$ cat src/rtl/spi_adc_responder_pkg.sv
// Shared definitions for the SPI ADC responder: FSM encoding, command-bit
// positions inside last_cfg, and SCK timing limits.
package spi_adc_responder_pkg;

  typedef enum logic [2:0] {
    StIdle      = 3'd0,
    StWaitStart = 3'd1,
    StCmd       = 3'd2,
    StNullBit   = 3'd3,
    StData      = 3'd4,
    StDone      = 3'd5
  } state_e;

  // Bit positions of the command fields inside {SGL, ODD, MSBF}
  localparam int unsigned CFG_SGL  = 2;
  localparam int unsigned CFG_ODD  = 1;
  localparam int unsigned CFG_MSBF = 0;

  // Single-ended CH0, MSB first: value of last_cfg before any command
  localparam logic [2:0] CFG_RESET = 3'b100;

  // Shortest SCK half-period (in clk cycles) the oversampler resolves reliably
  localparam int unsigned MIN_SCK_HALF_CLK = 4;

  // True while a frame has consumed at least one command bit but not finished
  function automatic logic frame_open(input state_e st);
    return (st == StCmd) || (st == StNullBit) || (st == StData);
  endfunction

endpackage

$ cat src/rtl/spi_adc_responder_in_sync.sv
// Synchronizes SCK/CS_N/MOSI into the clk domain and detects their edges.
// Edge pulses appear SYNC_STAGES clk after the pin change and are consumed
// on the following clk edge.
module spi_in_sync #(
  parameter int unsigned SYNC_STAGES = 2
) (
  input  logic clk,
  input  logic rst_n,
  input  logic spi_sck,
  input  logic spi_cs_n,
  input  logic spi_mosi,
  output logic sck_rise,
  output logic sck_fall,
  output logic cs_fall,
  output logic cs_rise,
  output logic mosi_s
);

  logic [SYNC_STAGES-1:0] sck_sync_q;
  logic [SYNC_STAGES-1:0] cs_sync_q;
  logic [SYNC_STAGES-1:0] mosi_sync_q;
  logic                   sck_prev_q;
  logic                   cs_prev_q;

  // Synchronizer chains plus one history flop per edge-detected line; reset
  // values match the idle bus (SCK low, CS deasserted).
  always_ff @(posedge clk or negedge rst_n) begin
    if (!rst_n) begin
      sck_sync_q  <= '0;
      cs_sync_q   <= '1;
      mosi_sync_q <= '0;
      sck_prev_q  <= 1'b0;
      cs_prev_q   <= 1'b1;
    end else begin
      sck_sync_q  <= {sck_sync_q[SYNC_STAGES-2:0], spi_sck};
      cs_sync_q   <= {cs_sync_q[SYNC_STAGES-2:0], spi_cs_n};
      mosi_sync_q <= {mosi_sync_q[SYNC_STAGES-2:0], spi_mosi};
      sck_prev_q  <= sck_sync_q[SYNC_STAGES-1];
      cs_prev_q   <= cs_sync_q[SYNC_STAGES-1];
    end
  end

  // Edge events from the synchronized level versus its previous value
  always_comb begin
    sck_rise = sck_sync_q[SYNC_STAGES-1] & ~sck_prev_q;
    sck_fall = ~sck_sync_q[SYNC_STAGES-1] & sck_prev_q;
    cs_fall  = ~cs_sync_q[SYNC_STAGES-1] & cs_prev_q;
    cs_rise  = cs_sync_q[SYNC_STAGES-1] & ~cs_prev_q;
    mosi_s   = mosi_sync_q[SYNC_STAGES-1];
  end

endmodule

$ cat src/rtl/spi_adc_responder.sv
// MCP3202-style SPI slave emulating a 2-channel ADC. All SPI pins are
// oversampled in the clk domain; channel values come from ports and are
// snapshotted once per frame.
module spi_adc_responder
  import spi_adc_responder_pkg::*;
#(
  parameter int unsigned DATA_W      = 12,
  parameter int unsigned SYNC_STAGES = 2
) (
  input  logic              clk,
  input  logic              rst_n,
  input  logic              spi_sck,
  input  logic              spi_cs_n,
  input  logic              spi_mosi,
  output logic              spi_miso,
  output logic              spi_miso_oe,
  input  logic [DATA_W-1:0] ch0_val,
  input  logic [DATA_W-1:0] ch1_val,
  output logic              frame_done,
  output logic              frame_err,
  output logic [2:0]        last_cfg
);

  localparam int unsigned CNT_W = $clog2(DATA_W);

  logic sck_rise, sck_fall, cs_fall, cs_rise, mosi_s;

  spi_in_sync #(
    .SYNC_STAGES(SYNC_STAGES)
  ) u_in_sync (
    .clk     (clk),
    .rst_n   (rst_n),
    .spi_sck (spi_sck),
    .spi_cs_n(spi_cs_n),
    .spi_mosi(spi_mosi),
    .sck_rise(sck_rise),
    .sck_fall(sck_fall),
    .cs_fall (cs_fall),
    .cs_rise (cs_rise),
    .mosi_s  (mosi_s)
  );

  // Differential results are formed one bit wider so a negative difference
  // is detected and clipped to zero instead of wrapping.
  function automatic logic [DATA_W-1:0] select_result(
    input logic              sgl,
    input logic              odd,
    input logic [DATA_W-1:0] c0,
    input logic [DATA_W-1:0] c1
  );
    logic [DATA_W:0] diff;
    diff = odd ? ({1'b0, c1} - {1'b0, c0}) : ({1'b0, c0} - {1'b0, c1});
    if (sgl) begin
      return odd ? c1 : c0;
    end
    return diff[DATA_W] ? '0 : diff[DATA_W-1:0];
  endfunction

  state_e            state_q;
  logic [1:0]        cmd_cnt_q;
  logic [2:0]        cfg_q;
  logic [CNT_W-1:0]  bit_cnt_q;
  logic [DATA_W-1:0] shift_q;

  // Frame FSM with registered MISO/OE/status outputs; CS rise overrides any
  // SCK edge seen on the same clk.
  always_ff @(posedge clk or negedge rst_n) begin
    if (!rst_n) begin
      state_q     <= StIdle;
      cmd_cnt_q   <= '0;
      cfg_q       <= CFG_RESET;
      bit_cnt_q   <= '0;
      shift_q     <= '0;
      spi_miso    <= 1'b1;
      spi_miso_oe <= 1'b0;
      frame_done  <= 1'b0;
      frame_err   <= 1'b0;
      last_cfg    <= CFG_RESET;
    end else begin
      frame_done <= 1'b0;
      frame_err  <= 1'b0;
      if ((state_q != StIdle) && cs_rise) begin
        state_q     <= StIdle;
        spi_miso    <= 1'b1;
        spi_miso_oe <= 1'b0;
        frame_err   <= frame_open(state_q);
      end else begin
        unique case (state_q)
          StIdle: begin
            if (cs_fall) begin
              state_q     <= StWaitStart;
              spi_miso    <= 1'b1;
              spi_miso_oe <= 1'b1;
            end
          end
          StWaitStart: begin
            // Leading zeros before the start bit are ignored
            if (sck_rise && mosi_s) begin
              state_q   <= StCmd;
              cmd_cnt_q <= '0;
            end
          end
          StCmd: begin
            if (sck_rise) begin
              cmd_cnt_q <= cmd_cnt_q + 2'd1;
              case (cmd_cnt_q)
                2'd0: cfg_q[CFG_SGL] <= mosi_s;
                2'd1: begin
                  cfg_q[CFG_ODD] <= mosi_s;
                  shift_q <= select_result(cfg_q[CFG_SGL], mosi_s, ch0_val, ch1_val);
                end
                default: begin
                  cfg_q[CFG_MSBF] <= mosi_s;
                  state_q         <= StNullBit;
                end
              endcase
            end
          end
          StNullBit: begin
            if (sck_fall) begin
              spi_miso  <= 1'b0;
              bit_cnt_q <= CNT_W'(DATA_W - 1);
              state_q   <= StData;
            end
          end
          StData: begin
            if (sck_fall) begin
              spi_miso <= shift_q[bit_cnt_q];
              if (bit_cnt_q == '0) begin
                state_q    <= StDone;
                frame_done <= 1'b1;
                last_cfg   <= cfg_q;
              end else begin
                bit_cnt_q <= bit_cnt_q - 1'b1;
              end
            end
          end
          StDone: begin
            // Only MSB-first is supported: no LSB-first replay
            if (sck_fall) spi_miso <= 1'b0;
          end
          default: begin
            state_q     <= StIdle;
            spi_miso    <= 1'b1;
            spi_miso_oe <= 1'b0;
          end
        endcase
      end
    end
  end

endmodule
$ cat config.mk
export PLATFORM = sky130hd
export DESIGN_NAME = spi_adc_responder
export DESIGN_NICKNAME = d
export VERILOG_FILES = /design/src/rtl/spi_adc_responder_pkg.sv /design/src/rtl/spi_adc_responder_in_sync.sv /design/src/rtl/spi_adc_responder.sv
export SDC_FILE = /design/constraint.sdc
export NUM_CORES = 1
export LEC_CHECK = 0
export BUFFER_PORTS_ARGS = -buffer_cell sky130_fd_sc_hd__buf_2
export CAP_MARGIN = 10
export CELL_PAD_IN_SITES_DETAIL_PLACEMENT = 1
export CELL_PAD_IN_SITES_GLOBAL_PLACEMENT = 2
export CORE_MARGIN = 2
export CORE_UTILIZATION = 38
export DETAILED_ROUTE_END_ITERATION = 10
export PLACE_DENSITY_LB_ADDON = 0.1
export SYNTH_ARGS = -nofsm -noshare
export SYNTH_HDL_FRONTEND = slang
export SYNTH_HIERARCHICAL = 1
export SYNTH_SLANG_ARGS = --single-unit
export TNS_END_PERCENT = 10
$ cat constraint.sdc
create_clock -name clk -period 4.8 [get_ports clk]
set_clock_uncertainty 0.15 [all_clocks]
set_input_delay 0.96 -clock clk [delete_from_list [all_inputs] [get_ports clk]]
set_output_delay 0.96 -clock clk [all_outputs]
set_load 0.02 [all_outputs]
==> load_flow_metrics.sql <==
INSERT INTO impl_metrics (metric_group, metric, value, unit) VALUES
('timing', 'finalCritPeriodShare', '64.8', '%'),
('min_path', 'hold-path-cell-count', '0', ''),
('worst_setup_path', 'timing.critical_path.slowest_cell_delay', '0.64', 'ns'),
('synthesis', 'postSynth.asyncResetShare', '100', '%'),
('route', 'drc', '0', ''),
('floorplanning', 'std_cell_rows', '33', ''),
('cts', 'max-clock-path-buffers', '2', ''),
('synthesis', 'dominant_register_cell_in_the_synthesized_netlist', 'sky130_fd_sc_hd__dfrtp_1', ''),
('timing', 'maxSlewViolCount', '0', ''),
('synthesis', 'post_synth.cell_area_avg', '8.29', 'um2'),
('floorplanning', 'io_pins', '36', ''),
('power', 'max-vdd-ir-drop', '0.173', 'mV'),
('status', 'outcome', 'finished clean', ''),
('timing', 'grt_setup_unrepaired', 'no', ''),
('worst_setup_path', 'slowest_stage', 'sky130_fd_sc_hd__a2111oi_4', ''),
('timing', 'fmaxAchievable', '321', 'MHz'),
('cts', 'worst_setup_hold_path_clk_slew', '0.07', 'ns'),
('route', 'via_count', '2867', ''),
('final_layout', 'finalCoreUtilization', '42.9', '%'),
('cts', 'hold_buffers', '0', ''),
('route', 'wl_per_cell', '16.7', 'um'),
('timing', 'worst_margin_pin_slew', '0.933', 'ns'),
('placement', 'routabilityCongestion', '0.855', ''),
('worst_setup_path', 'worst_ep_required_time', '4.83', 'ns'),
('worst_setup_path', 'critPathKind', 'in -> reg', ''),
('power', 'p_total', '1.39', 'mW'),
('global_routing', 'groute.usage.overall', '20.3', '%'),
('synthesis', 'yosysTopAreaCellShare', '25.7', '%'),
('placement', 'dpl.cell_count', '511', ''),
('cts', 'postCtsSetupBuffers', '0', ''),
('final_layout', 'drive_above_1_share', '17.1', '%'),
('worst_setup_path', 'worst-path-max-fanout', '10', ''),
('global_routing', 'number_of_global_route_vias_before_repair', '2893', ''),
('route', 'post_drt_via_cell_ratio', '5.52', ''),
('timing', 'relSlewSlack', '37.4', '%'),
('final_layout', 'num_antenna_cells', '0', ''),
('synthesis', 'synth.lib_cells_used.distinct', '56', ''),
('synthesis', 'synthesis.instances', '388', ''),
('global_routing', 'antenna_found_initial', '0', ''),
('worst_setup_path', 'ff2ff_setup_slack', '1.94', 'ns'),
('floorplanning', 'core', '8220', 'um2'),
('worst_setup_path', 'cp-end-kind', 'flip-flop', ''),
('floorplanning', 'die-area', '9220', 'um2'),
('synthesis', 'syn-num-nets', '446', ''),
('global_routing', 'grt_first_pass_wirelength', '14400', 'um'),
('floorplanning', 'die_y', '96.0', 'um'),
('timing', 'setup_viol', '0', ''),
('floorplanning', 'die_x', '96.0', 'um'),
('min_path', 'type_of_the_worst_min_delay_path', 'reg -> reg', ''),
('floorplanning', 'initial_core_utilization', '39.2', '%'),
('synthesis', 'synth_top_area_cells', 'sky130_fd_sc_hd__dfrtp_1 (26%), sky130_fd_sc_hd__ha_1 (11%), sky130_fd_sc_hd__a21oi_1 (7.3%), sky130_fd_sc_hd__o21ai_0 (6.2%), sky130_fd_sc_hd__dfstp_2 (4.9%)', ''),
('final_layout', 'layout.cell_area.non_filler', '3530', 'um2'),
('global_routing', 'grt_max_degree', '40', ''),
('synthesis', 'synth_edf_count', '0', ''),
('power', 'seq_power_share', '40.4', '%'),
('route', 'wirelength', '8650', 'um'),
('worst_setup_path', 'worstPathCellList', 'buf_2, inv_1, ha_1, nand2_1, o211ai_1, o21ai_0, a2111oi_4, nor2_2, o31ai_1', ''),
('placement', 'port-buffer-count', '35', ''),
('cts', 'clock_insertion_delay_worst_skew', '0.30', 'ns'),
('synthesis', 'synth-seq-area-share', '30.6', '%'),
('worst_setup_path', 'r2r.worst_path.cells', '6', ''),
('power', 'p_leak', '1.67', 'nW'),
('route', 'firstDrtPassIters', '4', ''),
('timing', 'finalCriticalPeriod', '3.11', 'ns'),
('route', 'drt_first_iter_violations', '84', ''),
('min_path', 'worst_hold_startpoint', 'u_in_sync/sck_sync_q[0]', ''),
('worst_setup_path', 'worst_r2r_endpoint', 'shift_q[10]', ''),
('synthesis', 'synthesis.yosys.warnings', '6', ''),
('min_path', 'worst_hold_path.endpoint', 'u_in_sync/sck_sync_q[1]', ''),
('worst_setup_path', 'worstPathArrival', '3.14', 'ns'),
('cts', 'numClockSinks', '39', '');
[stage by stage]
stage | hold slack, ns | setup WS [ns]
floorplan | 0.181 | 1.87
global placement | 0.184 | 1.53
detailed placement | 0.189 | 1.37
CTS | 0.207 | 1.68
global route | 0.210 | 1.44
finish | 0.204 | 1.69
[worst max-delay path: cells and delay by family]
family                     cells  cell delay, ns
buffers and inverters          2            0.13
and+or+nand+nor                2            0.23
adders and majority gates      1            0.47
AOI/OAI and AO/OA              4            1.35
[metal layers]
layer	up-vias	routed length, um	GRT usage [%]
met1	1394	4420	29.3
met2	53	3840	32.5
met4	0	74	3.81
li1	1411	-	-
met5	-	0	0
met3	9	316	2.90
[placed cells by master, fill, tap and decap left out, drive strengths merged, types with 3 or more instances in the layout]
master,count
clkbuf,5
nor2,26
nor3,3
nand2,37
nand3b,5
a211oi,9
and2,3
o211ai,5
o31ai,5
nor3b,3
a21oi,48
xnor2,7
mux2,6
o22ai,3
and3,7
nand3,8
nand2b,5
a31oi,3
dfrtp,33
dfstp,6
inv,39
and2b,4
mux4,3
buf,36
a21o,6
a2111oi,3
o21ai,40
ha,27
[cell type report]
| class | count | area [um2] |
|---|---|---|
| clock buffers | 5 | 68.8 |
| fillers | 1038 | 4690 |
| inverters | 39 | 146 |
| repair buffers | 36 | 183 |
| flip-flops and latches | 39 | 983 |
| multi-input cells | 292 | 1970 |
| well taps | 105 | 131 |
| clock inverters | 3 | 43.8 |
[cell families (layout without fill, tap and decap cells)]
logic type	Yosys count	count (layout)	share of synthesized area, %
buffers and inverters	57	83	8.21
XOR/XNOR	8	8	2.18
AO/OA/AOI/OAI	137	137	26.3
AND/OR/NAND/NOR	107	107	16.2
multiplexers	11	11	4.82
adder cells (fa/ha/maj)	29	29	11.7
flip-flops	39	39	30.6
[how the worst max path moves through the flow]
| stage | to | cells past startpoint | start | slack, ns |
|---|---|---|---|---|
| global route | shift_q[10] | 9 | ch0_val[9] | 1.44 |
| global placement | shift_q[11] | 11 | ch0_val[0] | 1.53 |
| floorplan | shift_q[11] | 10 | ch0_val[0] | 1.87 |
| CTS | shift_q[10] | 11 | ch1_val[0] | 1.68 |
| detailed placement | shift_q[10] | 11 | ch1_val[0] | 1.37 |
| finish | shift_q[10] | 9 | ch0_val[7] | 1.69 |
[registers in the layout (all words and copies together) (netlist names), 2 cells and up]
name	flops
bit_cnt_q	4
cfg_q	3
cmd_cnt_q	2
last_cfg	3
shift_q	12
state_q	3
u_in_sync/cs_sync_q	2
u_in_sync/mosi_sync_q	2
u_in_sync/sck_sync_q	2
[power groups by stage]
stage	clock, mW	combinational (mW)	sequential, mW
CTS	0.290	0.555	0.563
floorplan	0	0.446	0.512
global placement	0	0.529	0.566
detailed placement	0	0.552	0.569
global route	0.303	0.633	0.584
finish	0.280	0.548	0.563
[cells in the mapped netlist (2+ instances only)]
library cell                instances
sky130_fd_sc_hd__nand3_1            8
sky130_fd_sc_hd__fa_1               2
sky130_fd_sc_hd__nor3_1             3
sky130_fd_sc_hd__dfrtp_1           33
sky130_fd_sc_hd__nor3b_1            3
sky130_fd_sc_hd__nand2b_1           5
sky130_fd_sc_hd__clkbuf_1           7
sky130_fd_sc_hd__or2_2              2
sky130_fd_sc_hd__o21ai_0           40
sky130_fd_sc_hd__a21o_2             2
sky130_fd_sc_hd__o31ai_1            5
sky130_fd_sc_hd__nand3b_1           5
sky130_fd_sc_hd__a21boi_0           2
sky130_fd_sc_hd__ha_1              27
sky130_fd_sc_hd__clkbuf_8           3
sky130_fd_sc_hd__mux2i_1            2
sky130_fd_sc_hd__o211ai_1           5
sky130_fd_sc_hd__xnor2_1            7
sky130_fd_sc_hd__buf_6              2
sky130_fd_sc_hd__o22ai_1            3
sky130_fd_sc_hd__mux4_2             3
sky130_fd_sc_hd__nand2_1           37
sky130_fd_sc_hd__a2111oi_0          2
sky130_fd_sc_hd__dfstp_2            6
sky130_fd_sc_hd__buf_2              3
sky130_fd_sc_hd__a21o_1             4
sky130_fd_sc_hd__o2bb2ai_1          2
sky130_fd_sc_hd__and2_1             2
sky130_fd_sc_hd__mux2_2             6
sky130_fd_sc_hd__inv_1             39
sky130_fd_sc_hd__and2b_2            4
sky130_fd_sc_hd__a211oi_1           9
sky130_fd_sc_hd__nor4_1             2
sky130_fd_sc_hd__a21oi_1           47
sky130_fd_sc_hd__and3_1             6
sky130_fd_sc_hd__nor2_1            25
sky130_fd_sc_hd__a211o_1            2
sky130_fd_sc_hd__buf_1              2
sky130_fd_sc_hd__a31oi_1            3
sky130_fd_sc_hd__o32ai_1            2
Note: power is estimated with default switching activity, not from simulation.
